`config.mk`:
```
export PLATFORM = sky130hd
export DESIGN_NAME = mc_datapath
export DESIGN_NICKNAME = d
export VERILOG_FILES = /design/src/rtl/mc_pkg.sv /design/src/rtl/mc_regfile.sv /design/src/rtl/mc_datapath.sv
export SDC_FILE = /design/constraint.sdc
export NUM_CORES = 2
export LEC_CHECK = 0
export BUFFER_PORTS_ARGS = -buffer_cell sky130_fd_sc_hd__buf_2
export CAP_MARGIN = 10
export CORE_MARGIN = 2
export CORE_UTILIZATION = 40
export CTS_CLUSTER_DIAMETER = 30
export DETAILED_ROUTE_END_ITERATION = 8
export GPL_ROUTABILITY_DRIVEN = 0
export GPL_TIMING_DRIVEN = 0
export SLEW_MARGIN = 20
export SYNTH_ARGS = -nofsm -noshare
export SYNTH_HDL_FRONTEND = slang
export SYNTH_SLANG_ARGS = --single-unit
```
`constraint.sdc`:
```
create_clock -name clk -period 7.8 [get_ports clk]
set_clock_uncertainty 0.1 [all_clocks]
set_input_delay 1.17 -clock clk [delete_from_list [all_inputs] [get_ports clk]]
set_output_delay 1.17 -clock clk [all_outputs]
set_load 0.03 [all_outputs]
```
`src/rtl/mc_pkg.sv`:
```
// Shared definitions for the multicycle MIPS datapath: ALU codes, control-field
// encodings, opcodes, the reset PC and the ALU function.
package mc_pkg;

    localparam logic [31:0] RESET_PC_DEFAULT = 32'h0040_0000;

    localparam logic [4:0] REG_ZERO = 5'd0;
    localparam logic [4:0] REG_RA   = 5'd31;

    localparam logic [2:0] ALU_ADD = 3'b010;
    localparam logic [2:0] ALU_SUB = 3'b110;
    localparam logic [2:0] ALU_AND = 3'b000;
    localparam logic [2:0] ALU_OR  = 3'b001;
    localparam logic [2:0] ALU_SLT = 3'b111;

    localparam logic [5:0] OP_RTYPE = 6'h00;
    localparam logic [5:0] OP_LW    = 6'h23;
    localparam logic [5:0] OP_SW    = 6'h2B;
    localparam logic [5:0] OP_BEQ   = 6'h04;
    localparam logic [5:0] OP_BNE   = 6'h05;
    localparam logic [5:0] OP_ORI   = 6'h0D;
    localparam logic [5:0] OP_J     = 6'h02;
    localparam logic [5:0] OP_JAL   = 6'h03;

    typedef enum logic [1:0] {
        SRCB_B       = 2'b00,
        SRCB_FOUR    = 2'b01,
        SRCB_IMM     = 2'b10,
        SRCB_IMM_SH2 = 2'b11
    } alu_src_b_e;

    typedef enum logic [1:0] {
        PCSRC_ALU     = 2'b00,
        PCSRC_ALUOUT  = 2'b01,
        PCSRC_JUMP    = 2'b10,
        PCSRC_ALU_ALT = 2'b11
    } pc_src_e;

    typedef enum logic [1:0] {
        M2R_ALUOUT     = 2'b00,
        M2R_MDR        = 2'b01,
        M2R_PC         = 2'b10,
        M2R_ALUOUT_ALT = 2'b11
    } mem_to_reg_e;

    typedef enum logic [1:0] {
        DST_RT     = 2'b00,
        DST_RD     = 2'b01,
        DST_RA     = 2'b10,
        DST_RD_ALT = 2'b11
    } reg_dst_e;

    // Unlisted control codes deliberately produce zero rather than a don't-care.
    function automatic logic [31:0] alu_op(input logic [31:0] a,
                                           input logic [31:0] b,
                                           input logic [2:0]  ctrl);
        logic [31:0] r;
        case (ctrl)
            ALU_ADD: r = a + b;
            ALU_SUB: r = a - b;
            ALU_AND: r = a & b;
            ALU_OR:  r = a | b;
            ALU_SLT: r = ($signed(a) < $signed(b)) ? 32'd1 : 32'd0;
            default: r = '0;
        endcase
        return r;
    endfunction

endpackage

```
`src/rtl/mc_regfile.sv`:
```
// 32x32 register file: two asynchronous read ports, one synchronous write port,
// register 0 hardwired to zero.
module mc_regfile
    import mc_pkg::*;
(
    input  logic        clk,
    input  logic        rst_n,
    input  logic [4:0]  ra1,
    input  logic [4:0]  ra2,
    input  logic        we,
    input  logic [4:0]  wa,
    input  logic [31:0] wd,
    output logic [31:0] rd1,
    output logic [31:0] rd2
);

    logic [31:0] regs_q [32];
    logic [31:0] regs_d [32];

    always_comb begin
        regs_d = regs_q;
        if (we && (wa != REG_ZERO)) begin
            regs_d[wa] = wd;
        end
    end

    always_ff @(posedge clk or negedge rst_n) begin
        if (!rst_n) begin
            for (int i = 0; i < 32; i++) begin
                regs_q[i] <= '0;
            end
        end else begin
            regs_q <= regs_d;
        end
    end

    // Reads see the pre-edge contents, so a same-edge write is not bypassed.
    assign rd1 = (ra1 == REG_ZERO) ? '0 : regs_q[ra1];
    assign rd2 = (ra2 == REG_ZERO) ? '0 : regs_q[ra2];

endmodule

```
`src/rtl/mc_datapath.sv`:
```
// Multicycle MIPS datapath steered entirely by the main controller's strobes.
// Optional macro MC_DP_BNE_EN: branch condition is inverted by IR[26] (bne support).
module mc_datapath
    import mc_pkg::*;
#(
    parameter int               WIDTH    = 32,
    parameter logic [WIDTH-1:0] RESET_PC = RESET_PC_DEFAULT
) (
    input  logic             clk,
    input  logic             rst_n,
    input  logic             iord,
    input  logic             alu_src_a,
    input  logic [1:0]       alu_src_b,
    input  logic             ir_write,
    input  logic             mem_write,
    input  logic             pc_write,
    input  logic             branch,
    input  logic             reg_write,
    input  logic             ori,
    input  logic [2:0]       alu_control,
    input  logic [1:0]       pc_src,
    input  logic [1:0]       mem_to_reg,
    input  logic [1:0]       reg_dst,
    output logic [5:0]       opcode,
    output logic [5:0]       funct,
    output logic [WIDTH-1:0] mem_addr,
    output logic [WIDTH-1:0] mem_wdata,
    output logic             mem_we,
    input  logic [WIDTH-1:0] mem_rdata,
    output logic [WIDTH-1:0] pc_dbg
);

    logic [WIDTH-1:0] pc_q, pc_d;
    logic [WIDTH-1:0] ir_q, ir_d;
    logic [WIDTH-1:0] mdr_q, mdr_d;
    logic [WIDTH-1:0] a_q, a_d;
    logic [WIDTH-1:0] b_q, b_d;
    logic [WIDTH-1:0] alu_out_q, alu_out_d;

    logic [WIDTH-1:0] imm_ext, imm_sh2;
    logic [WIDTH-1:0] src_a, src_b, alu_result;
    logic [WIDTH-1:0] pc_next, wb_data, rd1, rd2;
    logic [4:0]       wb_addr;
    logic             zero_taken, branch_cond;

    mc_regfile u_regfile (
        .clk   (clk),
        .rst_n (rst_n),
        .ra1   (ir_q[25:21]),
        .ra2   (ir_q[20:16]),
        .we    (reg_write),
        .wa    (wb_addr),
        .wd    (wb_data),
        .rd1   (rd1),
        .rd2   (rd2)
    );

    // The shifted branch offset always sign-extends, independent of ori.
    always_comb begin
        imm_ext = ori ? {16'b0, ir_q[15:0]} : {{16{ir_q[15]}}, ir_q[15:0]};
        imm_sh2 = {{14{ir_q[15]}}, ir_q[15:0], 2'b00};
        src_a   = alu_src_a ? a_q : pc_q;
        src_b   = b_q;
        case (alu_src_b_e'(alu_src_b))
            SRCB_B:       src_b = b_q;
            SRCB_FOUR:    src_b = 32'd4;
            SRCB_IMM:     src_b = imm_ext;
            SRCB_IMM_SH2: src_b = imm_sh2;
            default:      src_b = b_q;
        endcase
        alu_result = alu_op(src_a, src_b, alu_control);
    end

    always_comb begin
        zero_taken = (alu_result == '0);
`ifdef MC_DP_BNE_EN
        branch_cond = zero_taken ^ ir_q[26];
`else
        branch_cond = zero_taken;
`endif
        pc_next = alu_result;
        case (pc_src_e'(pc_src))
            PCSRC_ALU:     pc_next = alu_result;
            PCSRC_ALUOUT:  pc_next = alu_out_q;
            PCSRC_JUMP:    pc_next = {pc_q[31:28], ir_q[25:0], 2'b00};
            PCSRC_ALU_ALT: pc_next = alu_result;
            default:       pc_next = alu_result;
        endcase
        pc_d = pc_q;
        if (pc_write || (branch && branch_cond)) begin
            pc_d = pc_next;
        end
    end

    always_comb begin
        wb_addr = ir_q[20:16];
        case (reg_dst_e'(reg_dst))
            DST_RT:     wb_addr = ir_q[20:16];
            DST_RD:     wb_addr = ir_q[15:11];
            DST_RA:     wb_addr = REG_RA;
            DST_RD_ALT: wb_addr = ir_q[15:11];
            default:    wb_addr = ir_q[20:16];
        endcase
        wb_data = alu_out_q;
        case (mem_to_reg_e'(mem_to_reg))
            M2R_ALUOUT:     wb_data = alu_out_q;
            M2R_MDR:        wb_data = mdr_q;
            M2R_PC:         wb_data = pc_q;
            M2R_ALUOUT_ALT: wb_data = alu_out_q;
            default:        wb_data = alu_out_q;
        endcase
    end

    // MDR, A, B and ALUOut are free-running staging registers; only PC and IR are gated.
    always_comb begin
        ir_d      = ir_write ? mem_rdata : ir_q;
        mdr_d     = mem_rdata;
        a_d       = rd1;
        b_d       = rd2;
        alu_out_d = alu_result;
    end

    always_ff @(posedge clk or negedge rst_n) begin
        if (!rst_n) begin
            pc_q      <= RESET_PC;
            ir_q      <= '0;
            mdr_q     <= '0;
            a_q       <= '0;
            b_q       <= '0;
            alu_out_q <= '0;
        end else begin
            pc_q      <= pc_d;
            ir_q      <= ir_d;
            mdr_q     <= mdr_d;
            a_q       <= a_d;
            b_q       <= b_d;
            alu_out_q <= alu_out_d;
        end
    end

    assign opcode    = ir_q[31:26];
    assign funct     = ir_q[5:0];
    assign mem_addr  = iord ? alu_out_q : pc_q;
    assign mem_wdata = b_q;
    assign mem_we    = mem_write;
    assign pc_dbg    = pc_q;

endmodule

```
==> results_dict.tcl <==
set metrics [dict create \
    outcome "finished clean" \
    ys_types 87 \
    timing.final.ws_setup_ns 0.225 \
    drive_above_1_share_pct 22.5 \
    worst-slew-pin-transition_ns 1.37 \
    dr_total_vias 55200 \
    die_area_mm2 0.168 \
    drt-vias-per-instance 6.23 \
    die-width_um 410 \
    drcViolationCount 0 \
    finalNonFillerCells 8861 \
    yosys_most_used_dff "sky130_fd_sc_hd__dfrtp_1" \
    number_of_nets_in_the_synthesized_netlist 6176 \
    clock-root-buffer "sky130_fd_sc_hd__clkbuf_16" \
    nNetsFinal 6638 \
    hold_viol 0 \
    worstSkewPairLatency_ns 0.90 \
    grt.met1_usage_pct 39.9 \
    critPathMaxFanout 10 \
    critical_path_arrival_ns 8.24 \
    r2r_slack_ns 0.76 \
    postSynthRegisterBits 1216 \
    clock_input_transition_at_the_sequential_cells_of_the_worst_setup_and_hold_paths_ns 0.05 \
    comb_power_share_pct 22.6 \
    nFillCells 14700 \
    global_route.usage.met2_pct 46.1 \
    grt_setup_unrepaired "false" \
    initial_utilization_pct 40.3 \
    design_area_mm2 0.0794 \
    crit_path_start_kind "input port" \
    first_pass_iters 8 \
    max-vdd-ir-drop_mv 0.228 \
    clock_path_buffers 4 \
    seq_power_share_pct 32.4 \
    syn_avg_cell_area_um2 10.9 \
    antenna_found_initial 25 \
    final_wl_um 263000 \
    tritoncts.num_buffers 291 \
    cts_hold_repair.buffers 0 \
    synth_edf_count 0 \
    final.period_utilization_pct 97.1 \
    total_leakage_power_uw 0.0341 \
    sw_frac_of_total_pct 32.3 \
    worst_setup_slack_after_placement_ns -0.480 \
    grt_most_used_layer "met2" \
    clock_network_fraction_of_total_power_pct 44.9 \
    floorplan.core_area_mm2 0.163 \
    global_route_wire_length_before_repair_um 377000 \
    worst_setup_path_end_kind "register" \
    dr_iter_0_viols 7704 \
    cts_tree "built" \
    timing.critical_path.required_ns 8.46 \
    period_minus_slack_ns 7.57 \
    max_cap_violations 0 \
    clock.fmax_ghz 0.132 \
    wire_per_inst_um 29.7 \
    first_global_vias 53900 \
    yosysWarningCount 0 \
    area_of_the_multi_input_gates_mm2 0.0326 \
    seq_area_frac_synth_pct 46.2 \
    grtUsageMet3_pct 10.9 \
    chipHeight_um 410 \
    antenna_violating_nets_post_route 0 \
    netlist_area_mm2 0.0658 \
    grt_overflow_total 0 \
    finalSetupViolations 0 \
    clock_tree.htree_level_count 5 \
    core.rowCount 148 \
    ioPinCount 162 \
    grt.total_usage_pct 31.0 \
    cts.sinks 1216 \
    power-per-cell-area_mw_per_mm2 334 \
    crit-reg2reg-launch "ir_q[15]" \
    min-delay-path-class "in -> async" \
    remaining_max_slew_budget_at_the_tightest_pin_pct 8.54 \
    timing.setup.critical_path_class "in -> reg" \
    post_cts_resized 0 \
    final.hold.worst_slack_ns 0.125 \
    endpoint_of_the_worst_register_to_register_path "pc_dbg[24]" \
    place_inst 8358 \
    cts_setup_buffers 0 \
    worst-r2r-cell-count 18 \
    internal_power_uw 18000 \
    final-max-slew-violation-count 0 \
    post-dp-hpwl_um 202000 \
    layout-area-overhead-vs-synth_pct 20.7 \
    sequential_cell_area_mm2 0.0304 \
    synthCells 6015 \
    grt_max_degree 142 \
    fraction_of_registers_with_async_set_reset_pct 100 \
    port-buffer-count 154 \
    post_dp_cell_area_mm2 0.0698 \
    switchingPower_uw 8590 \
]
-- cell usage after synthesis (5+ instances only) --
cell type | number | area (um^2)
sky130_fd_sc_hd__mux2i_1 | 148 | 1480
sky130_fd_sc_hd__nor2_1 | 161 | 604
sky130_fd_sc_hd__nand4_1 | 19 | 119
sky130_fd_sc_hd__a221oi_1 | 29 | 254
sky130_fd_sc_hd__o22ai_1 | 38 | 238
sky130_fd_sc_hd__o221ai_1 | 28 | 245
sky130_fd_sc_hd__buf_4 | 15 | 113
sky130_fd_sc_hd__clkbuf_1 | 500 | 1880
sky130_fd_sc_hd__a2111oi_0 | 8 | 70.1
sky130_fd_sc_hd__nand2b_1 | 30 | 188
sky130_fd_sc_hd__a21o_1 | 5 | 37.5
sky130_fd_sc_hd__o31ai_1 | 11 | 82.6
sky130_fd_sc_hd__a22oi_1 | 59 | 443
sky130_fd_sc_hd__nand3_1 | 30 | 150
sky130_fd_sc_hd__a21oi_1 | 136 | 681
sky130_fd_sc_hd__a22o_1 | 33 | 289
sky130_fd_sc_hd__buf_2 | 16 | 80.1
sky130_fd_sc_hd__buf_1 | 83 | 312
sky130_fd_sc_hd__or3_1 | 8 | 50.1
sky130_fd_sc_hd__mux2_4 | 20 | 300
sky130_fd_sc_hd__nor4_1 | 15 | 93.8
sky130_fd_sc_hd__nand2_1 | 1118 | 4200
sky130_fd_sc_hd__mux4_2 | 542 | 12200
sky130_fd_sc_hd__mux2_2 | 159 | 1790
sky130_fd_sc_hd__ha_1 | 106 | 1330
sky130_fd_sc_hd__nand3b_1 | 5 | 37.5
sky130_fd_sc_hd__or2_2 | 5 | 31.3
sky130_fd_sc_hd__o21ai_1 | 8 | 40.0
sky130_fd_sc_hd__inv_1 | 111 | 417
sky130_fd_sc_hd__buf_6 | 5 | 56.3
sky130_fd_sc_hd__o21ai_0 | 1071 | 5360
sky130_fd_sc_hd__nor3_1 | 35 | 175
sky130_fd_sc_hd__xnor2_1 | 16 | 140
sky130_fd_sc_hd__a211o_1 | 13 | 114
sky130_fd_sc_hd__and2_1 | 9 | 56.3
sky130_fd_sc_hd__dfrtp_1 | 1215 | 30400
sky130_fd_sc_hd__o21a_1 | 23 | 173
sky130_fd_sc_hd__a31oi_1 | 10 | 62.6
sky130_fd_sc_hd__a211oi_1 | 30 | 225
sky130_fd_sc_hd__nor2b_1 | 15 | 93.8
sky130_fd_sc_hd__or4_1 | 6 | 45.0
sky130_fd_sc_hd__o211ai_1 | 35 | 263
-- layout by cell type, fill, tap and decap left out, types with 33 or more instances in the layout --
cell type	Yosys	layout
sky130_fd_sc_hd__buf_1	83	48
sky130_fd_sc_hd__ha_1	106	106
sky130_fd_sc_hd__clkbuf_1	500	492
sky130_fd_sc_hd__o22ai_1	38	38
sky130_fd_sc_hd__a22oi_1	59	59
sky130_fd_sc_hd__nand2_1	1118	1118
sky130_fd_sc_hd__dfrtp_1	1215	1215
sky130_fd_sc_hd__a21oi_1	136	131
sky130_fd_sc_hd__inv_1	111	111
sky130_fd_sc_hd__o21ai_0	1071	1071
sky130_fd_sc_hd__o211ai_1	35	35
sky130_fd_sc_hd__mux2_2	159	159
sky130_fd_sc_hd__buf_2	16	203
sky130_fd_sc_hd__nor2_1	161	161
sky130_fd_sc_hd__clkbuf_8	0	37
sky130_fd_sc_hd__a22o_1	33	33
sky130_fd_sc_hd__clkbuf_2	0	37
sky130_fd_sc_hd__mux2i_1	148	148
sky130_fd_sc_hd__clkinv_2	0	43
sky130_fd_sc_hd__mux4_2	542	542
sky130_fd_sc_hd__clkbuf_16	0	295
sky130_fd_sc_hd__nor3_1	35	34
-- registers in the layout, indices dropped and copies added, names as in the netlist --
signal / count
u_regfile.regs_q: 1024
a_q: 32
alu_out_q: 32
ir_q: 32
mdr_q: 32
mem_wdata: 32
pc_dbg: 32
-- metal layers --
metal  wire length [um]  vias up  share of wire (%)
met5                231        -              0.088
met4              14900       24                5.7
met3              34000      766                 13
met2             116000     3566                 44
met1              98500    27900                 37
li1                   -    22900                  -
-- cell type report --
cell class | instances | share of cell area (%)
Sequential cell | 1216 | 38.3
Timing Repair Buffer | 169 | 1.43
Tap cell | 2175 | 3.43
Clock inverter | 135 | 2.02
Antenna cell | 8 | 0.0252
Inverter | 113 | 0.534
Multi-Input combinational cell | 4067 | 41.0
Clock buffer | 359 | 10.1
Buffer | 619 | 3.18
-- per-stage QoR --
step / util [%] / setup TNS, ns / total power [uW]
floorplan: - / 0 / 12000
global placement: 42.5 / - / 14200
detailed placement: 42.8 / -11.53 / 14400
CTS: 48.6 / 0 / 26400
global route: 48.7 / 0 / 27400
finish: 48.7 / 0 / 26600
-- cell families after synthesis --
logic type                 share of synthesized area [%]
DFF                                                 46.2
AOI/OAI and AO/OA                                   14.0
xor gates and xnor gates                           0.213
adders and majority gates                           2.08
muxes                                               24.0
buffers and inverters                               4.35
and+or+nand+nor                                     9.18
-- how the worst max path moves through the flow --
stage                  from    endpoint  slack [ns]  cells past startpoint
4_1_cts           alu_src_a  pc_dbg[24]        0.44                     19
3_5_place_dp      alu_src_a  pc_dbg[24]       -0.48                     19
3_3_place_gp          rst_n     ir_q[4]      -21.26                      1
2_1_floorplan  alu_src_b[0]  pc_dbg[10]        1.60                     18
6_report          alu_src_a  pc_dbg[24]        0.23                     19
5_1_grt           alu_src_a   pc_dbg[9]        0.19                     19
-- power groups by stage --
stage,sequential (uW),clock [uW],combinational [uW]
after global placement,8540,0,5650
after floorplan,8350,0,3660
after detailed placement,8630,0,5790
after global routing,8720,12300,6360
after CTS,8550,12000,5820
final,8610,11900,6010
-- worst max-delay path: stages --
cell and delay, ns:
sky130_fd_sc_hd__clkbuf_1 0.29, sky130_fd_sc_hd__clkbuf_1 0.65, sky130_fd_sc_hd__mux2_2 0.44, sky130_fd_sc_hd__inv_1 0.09, sky130_fd_sc_hd__ha_1 0.31, sky130_fd_sc_hd__inv_1 0.10
sky130_fd_sc_hd__fa_1 0.48, sky130_fd_sc_hd__nor2b_1 0.19, sky130_fd_sc_hd__o311ai_4 0.38, sky130_fd_sc_hd__a211oi_2 0.17, sky130_fd_sc_hd__nor4_4 0.59, sky130_fd_sc_hd__mux2i_1 0.26
sky130_fd_sc_hd__nand4_1 0.47, sky130_fd_sc_hd__a2111oi_0 0.51, sky130_fd_sc_hd__and4_1 0.34, sky130_fd_sc_hd__nand4_1 0.21, sky130_fd_sc_hd__o41ai_4 0.94, sky130_fd_sc_hd__buf_6 0.30
sky130_fd_sc_hd__mux2_4 0.32
(Power assumes the default switching activity.)
